File: src/rtl/video_pkg.sv
// Shared constants and helpers for the YCbCr/RGB colour-space converters.
package video_pkg;
  localparam int K_RCR       = 359;
  localparam int K_GCB       = 88;
  localparam int K_GCR       = 183;
  localparam int K_BCB       = 454;
  localparam int C_OFFSET    = 128;
  localparam int C_ROUND     = 128;
  localparam int CSC_LATENCY = 4;

  // Clamp a signed 12-bit channel sum to the 8-bit range 0..255.
  function automatic logic [7:0] clamp8(input logic signed [11:0] v);
    if (v[11])              return 8'd0;
    else if (|v[10:8])      return 8'd255;
    else                    return v[7:0];
  endfunction

  function automatic logic out_of_range(input logic signed [11:0] v);
    return v[11] | (|v[10:8]);
  endfunction
endpackage

File: src/rtl/sync_delay.sv
// Fixed-depth shift-register delay for video timing signals (DEPTH >= 1).
module sync_delay #(
  parameter int DEPTH = 4,
  parameter int WIDTH = 3
) (
  input  logic             clk,
  input  logic             rst,
  input  logic [WIDTH-1:0] din,
  output logic [WIDTH-1:0] dout
);
  logic [DEPTH-1:0][WIDTH-1:0] pipe;

  always_ff @(posedge clk or posedge rst) begin
    if (rst) pipe <= '0;
    else begin
      pipe[0] <= din;
      for (int i = 1; i < DEPTH; i++) pipe[i] <= pipe[i-1];
    end
  end

  assign dout = pipe[DEPTH-1];
endmodule

File: src/rtl/ycbcr2rgb.sv
// Full-range YCbCr 4:4:4 to RGB565, 4-stage pipeline, with per-frame clamp counter.
module ycbcr2rgb
  import video_pkg::*;
#(
  parameter int CNT_W = 16
) (
  input  logic             clk,
  input  logic             rst,
  input  logic             pre_frame_vsync,
  input  logic             pre_frame_hsync,
  input  logic             pre_frame_de,
  input  logic [7:0]       img_y,
  input  logic [7:0]       img_cb,
  input  logic [7:0]       img_cr,
  output logic             post_frame_vsync,
  output logic             post_frame_hsync,
  output logic             post_frame_de,
  output logic [4:0]       img_red,
  output logic [5:0]       img_green,
  output logic [4:0]       img_blue,
  output logic [CNT_W-1:0] frame_sat_cnt
);
  localparam logic signed [8:0]  OFS  = 9'(C_OFFSET);
  localparam logic signed [17:0] KRCR = 18'(K_RCR);
  localparam logic signed [17:0] KGCB = 18'(K_GCB);
  localparam logic signed [17:0] KGCR = 18'(K_GCR);
  localparam logic signed [17:0] KBCB = 18'(K_BCB);
  localparam logic signed [19:0] RND  = 20'(C_ROUND);
  localparam logic [CNT_W-1:0]   CMAX = '1;

  logic signed [8:0]  cb1, cr1;
  logic [7:0]         y1, y2;
  logic signed [17:0] p_rcr, p_gcb, p_gcr, p_bcb;
  logic signed [11:0] r3, g3, b3;
  logic [4:0]         r4, b4;
  logic [5:0]         g4;
  logic               sat4;

  logic signed [19:0] t_r, t_g, t_b, s_r, s_g, s_b;
  logic [7:0]         cl_r, cl_g, cl_b;

  always_comb begin
    t_r  = {{2{p_rcr[17]}}, p_rcr} + RND;
    t_g  = RND - {{2{p_gcb[17]}}, p_gcb} - {{2{p_gcr[17]}}, p_gcr};
    t_b  = {{2{p_bcb[17]}}, p_bcb} + RND;
    s_r  = t_r >>> 8;
    s_g  = t_g >>> 8;
    s_b  = t_b >>> 8;
    cl_r = clamp8(r3);
    cl_g = clamp8(g3);
    cl_b = clamp8(b3);
  end

  always_ff @(posedge clk or posedge rst) begin
    if (rst) begin
      cb1 <= '0; cr1 <= '0; y1 <= '0; y2 <= '0;
      p_rcr <= '0; p_gcb <= '0; p_gcr <= '0; p_bcb <= '0;
      r3 <= '0; g3 <= '0; b3 <= '0;
      r4 <= '0; g4 <= '0; b4 <= '0; sat4 <= 1'b0;
    end else begin
      cb1   <= $signed({1'b0, img_cb}) - OFS;
      cr1   <= $signed({1'b0, img_cr}) - OFS;
      y1    <= img_y;
      p_rcr <= cr1 * KRCR;
      p_gcb <= cb1 * KGCB;
      p_gcr <= cr1 * KGCR;
      p_bcb <= cb1 * KBCB;
      y2    <= y1;
      r3    <= $signed({4'b0, y2}) + s_r[11:0];
      g3    <= $signed({4'b0, y2}) + s_g[11:0];
      b3    <= $signed({4'b0, y2}) + s_b[11:0];
      r4    <= cl_r[7:3];
      g4    <= cl_g[7:2];
      b4    <= cl_b[7:3];
      sat4  <= out_of_range(r3) | out_of_range(g3) | out_of_range(b3);
    end
  end

  sync_delay #(.DEPTH(CSC_LATENCY), .WIDTH(3)) u_sync (
    .clk  (clk),
    .rst  (rst),
    .din  ({pre_frame_vsync, pre_frame_hsync, pre_frame_de}),
    .dout ({post_frame_vsync, post_frame_hsync, post_frame_de})
  );

  // Data runs every cycle; only the visible outputs are blanked outside de.
  assign img_red   = post_frame_de ? r4 : 5'd0;
  assign img_green = post_frame_de ? g4 : 6'd0;
  assign img_blue  = post_frame_de ? b4 : 5'd0;

  logic             vs_d, vs_rise, inc;
  logic [CNT_W-1:0] run_cnt;

  assign vs_rise = post_frame_vsync & ~vs_d;
  assign inc     = post_frame_de & sat4;

  // A clamped pixel on the vsync edge cycle belongs to the new frame.
  always_ff @(posedge clk or posedge rst) begin
    if (rst) begin
      vs_d          <= 1'b0;
      run_cnt       <= '0;
      frame_sat_cnt <= '0;
    end else begin
      vs_d <= post_frame_vsync;
      if (vs_rise) begin
        frame_sat_cnt <= run_cnt;
        run_cnt       <= inc ? CNT_W'(1) : '0;
      end else if (inc && run_cnt != CMAX) begin
        run_cnt <= run_cnt + 1'b1;
      end
    end
  end
endmodule
File: config.mk
export PLATFORM = sky130hd
export DESIGN_NAME = ycbcr2rgb
export DESIGN_NICKNAME = d
export VERILOG_FILES = /design/src/rtl/video_pkg.sv /design/src/rtl/sync_delay.sv /design/src/rtl/ycbcr2rgb.sv
export SDC_FILE = /design/constraint.sdc
export NUM_CORES = 1
export LEC_CHECK = 0
export CORE_MARGIN = 1
export CORE_UTILIZATION = 46
export CTS_CLUSTER_DIAMETER = 50
export DETAILED_ROUTE_END_ITERATION = 10
export REMOVE_ABC_BUFFERS = 1
export SLEW_MARGIN = 15
export SYNTH_ARGS = -nofsm -noshare
export SYNTH_HDL_FRONTEND = slang
export SYNTH_SLANG_ARGS = --single-unit
File: constraint.sdc
create_clock -name clk -period 8.31 [get_ports clk]
set_clock_uncertainty 0.2 [all_clocks]
set_input_delay 1.662 -clock clk [delete_from_list [all_inputs] [get_ports clk]]
set_output_delay 1.662 -clock clk [all_outputs]
set_load 0.01 [all_outputs]
==> qor.yml, run 1 <==
critical_path:
  cp_max_fo: 10
  worst-r2r-setup-slack_ns: 3.41
  required_ns: 8.42
  end_kind: "flip-flop"
  reg2reg_to: "p_gcr[16]"
  reg2reg_depth: 14
  start_kind: "flip-flop"
  worstSetupPathType: "reg2reg"
  critical_path_arrival_ns: 5.01
  r2r-start: "cr1[6]"
timing:
  tightest_slew_ns: 0.916
  rsz0062_at_grt: "false"
  maxSlewViolCount: 0
  fmax_ghz: 0.204
  slew_headroom: 0.390
  period_needed_ns: 4.90
  final_hold_viol_count: 0
  period_share: 0.590
  fin_setup_tns_ns: 0
  whs_ns: 0.152
  setup-violations-final: 0
  setup_slack_ns: 3.41
yosys:
  ys_ff_latch: 176
  async_flop_share: 1.00
  synth_ff_type: "dfrtp_1"
  yosysSeqAreaShare: 0.359
  ys_warn_count: 0
  avgSynthCellArea_um2: 10.4
  syn_inst: 1175
  synth_cell_types: 58
  netlist_area_um2: 12300
  synth_edf_count: 0
clock_tree:
  cts_sinks: 176
  clk_latency_ns: 0.43
  htree_levels: 4
  clockRootBuffer: "clkbuf_16"
  clk_pin_slew_ns: 0.08
  cts_hold_buf: 0
  cts_resized: 0
  cts_tree: "built"
  post-cts-setup-buffer-count: 0
  numCtsBuffers: 17
  clockBufferDepth: 2
detailed_routing:
  drtPass1Iterations: 4
  drc: 0
  wirelength_mm: 21.9
  ant_nets: 0
  wl_per_cell_um: 13.8
  vias: 7825
  drt_iter0_drc: 266
  routed_via_density: 4.91
floorplanning:
  start_util: 0.470
  die_h_um: 165
  die_area_um2: 27300
  core_area_um2: 26100
  ioPinCount: 64
  rows: 59
  die_w_um: 165
finish:
  nets: 1528
  drive_gt1_frac: 0.0588
  area_growth_pct: 13.4
  antenna_cells: 0
  stdcell_count: 1594
power_and_ir_drop:
  switching_share: 0.416
  leakage_uw: 0.00696
  ir_drop_mv: 0.211
  p_switching_uw: 2000
  p_per_area_nw_per_um2: 346
  combinationalPowerShare: 0.570
  intPower_uw: 2810
  total_power_uw: 4800
  pwr-share-clk: 0.169
  seqPwrFrac: 0.262
run:
  maxCapViolCount: 0
worst_hold_path:
  hold_end: "u_sync.dout[1]"
  worstHoldStart: "u_sync.pipe[7]"
  hold_path.class: "reg2reg"
  hold_depth: 0
placement:
  pre_cts_ws_ns: 3.43
  port_buffers: 63
  place.gp.congestion: 0.842
  dp_cells: 1562
  dp_hpwl_mm: 17.3
status:
  status: "completed"
global_routing:
  grt_use_total: 0.176
  grt_pass1_vias: 7897
  grt_max_degree: 109
  antenna_found_initial: 0
  grt_overflow_total: 0
  grt_pass1_wl_mm: 37.7
flip-flops by register name, summed over array words and instances (netlist names):
signal,flops
b3,9
frame_sat_cnt,16
p_gcr,18
g3,10
g4,6
p_bcb,14
u_sync.pipe,9
u_sync.dout,3
b4,5
cb1,8
r3,9
sat4,1
vs_d,1
cr1,8
r4,5
y2,8
run_cnt,16
p_rcr,11
y1,8
p_gcb,11
cell usage after synthesis (all sizes together), types with 21 or more instances:
| cell | count | area, um^2 |
|---|---|---|
| a21oi | 53 | 269 |
| inv | 188 | 706 |
| nand3 | 28 | 140 |
| nand2 | 36 | 138 |
| a21o | 28 | 210 |
| and2 | 21 | 133 |
| ha | 194 | 2430 |
| dfrtp | 176 | 4400 |
| xnor2 | 72 | 631 |
| nor2 | 101 | 379 |
| o21ai | 31 | 155 |
| xor2 | 36 | 323 |
| fa | 59 | 1180 |
worst max-delay path: stages (launching register included):
cell     delay [ns]
dfrtp_1        0.62
inv_1          0.18
ha_1           0.47
xor2_1         0.21
fa_1           0.51
inv_1          0.04
fa_1           0.46
fa_1           0.54
inv_1          0.04
ha_1           0.34
nor2b_1        0.15
o21a_1         0.19
o22a_1         0.21
a211o_1        0.31
o311a_1        0.30
worst max-delay path by stage:
stage / depth (start not counted) / end / slack, ns / start
4_1_cts: 14 / p_gcr[16] / 3.40 / cr1[6]
3_5_place_dp: 14 / p_gcr[16] / 3.43 / cr1[6]
5_1_grt: 13 / p_rcr[17] / 3.12 / cr1[6]
6_report: 14 / p_gcr[16] / 3.41 / cr1[6]
2_1_floorplan: 1 / b3[10] / 1.67 / rst
3_3_place_gp: 14 / p_gcr[16] / 3.50 / cr1[6]
kinds of logic after synthesis:
| group | Yosys count | synth area share |
|---|---|---|
| buffers and inverters | 203 | 0.0623 |
| AO/OA/AOI/OAI | 163 | 0.0884 |
| AND/OR/NAND/NOR | 252 | 0.0997 |
| multiplexers | 20 | 0.0180 |
| XOR/XNOR | 108 | 0.0778 |
| flip-flops | 176 | 0.359 |
| adder cells (fa/ha/maj) | 253 | 0.294 |
layout make-up:
type	instances	area, um^2
Inverter	188	711
Tap cell	335	419
Fill cell	2328	12200
Clock buffer	17	425
Timing Repair Buffer	67	661
Sequential cell	176	4400
Multi-Input combinational cell	796	7090
Clock inverter	15	189
power groups by stage:
| stage | combinational (uW) | clock, uW | sequential, uW |
|---|---|---|---|
| after floorplan | 2180 | 0 | 1240 |
| after global placement | 2680 | 0 | 1270 |
| after detailed placement | 2730 | 0 | 1280 |
| after CTS | 2760 | 836 | 1260 |
| after global routing | 3120 | 875 | 1290 |
| final | 2740 | 810 | 1260 |
cells in the final DEF (no fill, tap or decap), drive strengths merged, types with 31 or more instances in the layout:
master and instances:
nor2 101, xnor2 72, clkdlybuf4s50 63, fa 59, nand2 36, o21ai 31, ha 194, inv 193
xor2 36, a21oi 53, dfrtp 176
metal layers:
metal	wire (um)	vias to the layer above	GRT usage
met1	10800	3707	0.244
met3	597	19	0.0235
li1	-	4013	-
met5	0	-	0
met2	10300	86	0.290
met4	238	0	0.0446
metrics by stage:
stage / util / area (um^2)
floorplan: - / 12200
global placement: 0.510 / 13300
detailed placement: 0.510 / 13300
CTS: 0.533 / 13900
global route: 0.533 / 13900
finish: 0.533 / 13900
(Power assumes the default switching activity.)
==> inputs of run 2 (changes only) <==
- clock period: 8.31 -> 4.99 ns (I/O delays scaled with it)
==> qor.yml, run 2 (synthesis results as in run 1) <==
power_and_ir_drop:
  switching_share: 0.415  # -0.000460
  ir_drop_mv: 0.397  # +88%
  seqPwrFrac: 0.259  # -0.003
  pwr-share-clk: 0.174  # +0.005
  leakage_uw: 0.00701  # +0.73%
  p_per_area_nw_per_um2: 575  # +66%
  intPower_uw: 4700  # +67%
  total_power_uw: 8040  # +67%
  p_switching_uw: 3340  # +67%
  combinationalPowerShare: 0.568  # -0.002
critical_path:
  r2r-start: "cr1[5]"
  required_ns: 5.11  # -3.31 ns
  start_kind: "flip-flop"
  cp_common_cell: "inv_1"
  worst-path-buf-inv: 4  # +1
  worstPathCellList: "fa_1, inv_1, fa_1, inv_1, ha_1, inv_1, fa_1, inv_1, ha_1, a21o_1, a21oi_1, nor2b_1, o21a_1, o22a_1, a211o_1, o311a_1"
  cp_slowest_cell: "fa_1"
  worst-r2r-setup-slack_ns: 0.28  # -3.13 ns
  reg2reg_depth: 16  # +2
  max_stage_delay_ns: 0.56  # -0.06 ns
  cpLargestDelayFamily: "adder cells"
  crit_path_end: "p_gcr[16]"
  cp-startpoint: "cr1[5]"
  cp_max_fo: 9  # -1
  reg2reg_to: "p_gcr[16]"
  cp_num_cells: 16  # +2
  worstSetupPathType: "reg2reg"
  end_kind: "flip-flop"
  critical_path_arrival_ns: 4.82  # -0.19 ns
finish:
  most-common-layout-cells: "ha_1 (194), inv_1 (187), dfrtp_1 (173)"
  drive_gt1_frac: 0.0678  # +0.00905
  top_register: "p_gcr"
  antenna_cells: 0  # unchanged
  largest_reg_flops: 18  # unchanged
  largest_registers: "p_gcr (18), frame_sat_cnt (16), run_cnt (16)"
  nets: 1537  # +0.59%
  area_growth_pct: 14.1
  final_common_cell: "ha_1"
timing:
  period_needed_ns: 4.71  # -0.194 ns
  tightest_slew_ns: 1.02  # +0.101 ns
  fin_setup_tns_ns: 0  # unchanged
  final_hold_viol_count: 0  # unchanged
  period_share: 0.943  # +0.353
  rsz0062_at_grt: "false"
  maxSlewViolCount: 0  # unchanged
  fmax_ghz: 0.213  # +4.1%
  setup-violations-final: 0  # unchanged
  slew_headroom: 0.322  # -0.0674
placement:
  dp_hpwl_mm: 17.3  # about the same
  place.gp.congestion: 0.859  # +2.0%
  port_buffers: 63  # unchanged
clock_tree:
  clk_pin_slew_ns: 0.09  # about the same
  clockRootBuffer: "clkbuf_16"
  cts_sinks: 176  # unchanged
  clockBufferDepth: 2  # unchanged
  htree_levels: 4  # unchanged
  cts_tree: "built"
  numCtsBuffers: 17  # unchanged
  post-cts-setup-buffer-count: 0  # unchanged
  clk_latency_ns: 0.44  # about the same
detailed_routing:
  drc: 0  # unchanged
  vias: 7760  # -0.83%
  wirelength_mm: 21.9  # -0.31%
  drtPass1Iterations: 4  # unchanged
  wl_per_cell_um: 13.6  # -0.87%
  routed_via_density: 4.84  # -1.4%
  ant_nets: 0  # unchanged
  drt_iter0_drc: 280  # +5.3%
floorplanning:
  rows: 59  # unchanged
  ioPinCount: 64  # unchanged
  die_w_um: 165  # unchanged
  die_area_um2: 27300  # unchanged
  die_h_um: 165  # unchanged
  start_util: 0.470  # unchanged
  core_area_um2: 26100  # unchanged
global_routing:
  grt_pass1_vias: 7684  # -2.7%
  antenna_found_initial: 0  # unchanged
  grt_pass1_wl_mm: 36.8  # -2.4%
  grt_max_degree: 117  # +7.3%
  grt_overflow_total: 0  # unchanged
  grt_use_total: 0.174  # -0.00233
run:
  maxCapViolCount: 0  # unchanged
status:
  status: "completed"
worst_hold_path:
  hold_path.class: "reg2reg"
-- run 2: cell count changes in the layout (fill, tap and decap cells not counted) --
| cell | previous run | this run |
|---|---|---|
| buf_4 | 4 | 12 |
| clkinv_4 | 4 | 1 |
| dfrtp_1 | 176 | 173 |
| dfrtp_2 | 0 | 3 |
| clkinv_8 | 6 | 4 |
| inv_12 | 1 | 3 |
| inv_8 | 2 | 4 |
| buf_12 | 0 | 1 |
| inv_6 | 3 | 4 |
-- run 2: layout make-up --
type,instances,area [um^2]
Multi-Input combinational cell,796,7090
Clock buffer,17,425
Tap cell,335,419
Timing Repair Buffer,76,741
Clock inverter,15,194
Inverter,188,711
Fill cell,2308,12100
Sequential cell,176,4410
-- run 2: worst min-delay path by stage --
stage	endpoint	depth (start not counted)	startpoint
final	u_sync.dout[0]	0	u_sync.pipe[6]
after CTS	u_sync.dout[0]	0	u_sync.pipe[6]
after detailed placement	u_sync.pipe[7]	0	u_sync.pipe[4]
after global routing	u_sync.dout[0]	0	u_sync.pipe[6]
after global placement	u_sync.pipe[5]	0	u_sync.pipe[2]
after floorplan	u_sync.dout[0]	0	u_sync.pipe[6]
-- run 2: per-layer routing --
| layer | share of wire | GRT usage |
|---|---|---|
| met5 | 0 | 0 |
| met4 | 0.015 | 0.0546 |
| met3 | 0.027 | 0.0282 |
| met2 | 0.47 | 0.286 |
| met1 | 0.49 | 0.234 |
-- run 2: power by group through the flow --
stage | combinational, uW | sequential (uW) | clock (uW)
2_1_floorplan | 3630 | 2070 | 0
3_3_place_gp | 4510 | 2110 | 0
3_5_place_dp | 4570 | 2110 | 0
4_1_cts | 4610 | 2080 | 1450
5_1_grt | 5180 | 2130 | 1490
6_report | 4560 | 2080 | 1400
-- run 2: repair_timing --
item	4_1_cts	5_1_grt
hold buffers	0	0
endpoints found under the hold margin	0	0
endpoints found under the setup margin	0	2
gates resized for setup	0	3
-- run 2: through the flow --
| stage | utilization | setup slack, ns | area [um^2] | hold slack, ns | instances |
|---|---|---|---|---|---|
| 6_report | 0.537 | 0.285 | 14000 | 0.139 | 1603 |
| 5_1_grt | 0.537 | 0.0521 | 14000 | 0.153 | 1603 |
| 4_1_cts | 0.537 | 0.105 | 14000 | 0.147 | 1603 |
| 3_5_place_dp | 0.513 | 0.148 | 13400 | 0.135 | 1571 |
| 3_3_place_gp | 0.513 | 0.246 | 13400 | 0.132 | 1571 |
| 2_1_floorplan | - | -0.982 | 12200 | 0.131 | 1160 |
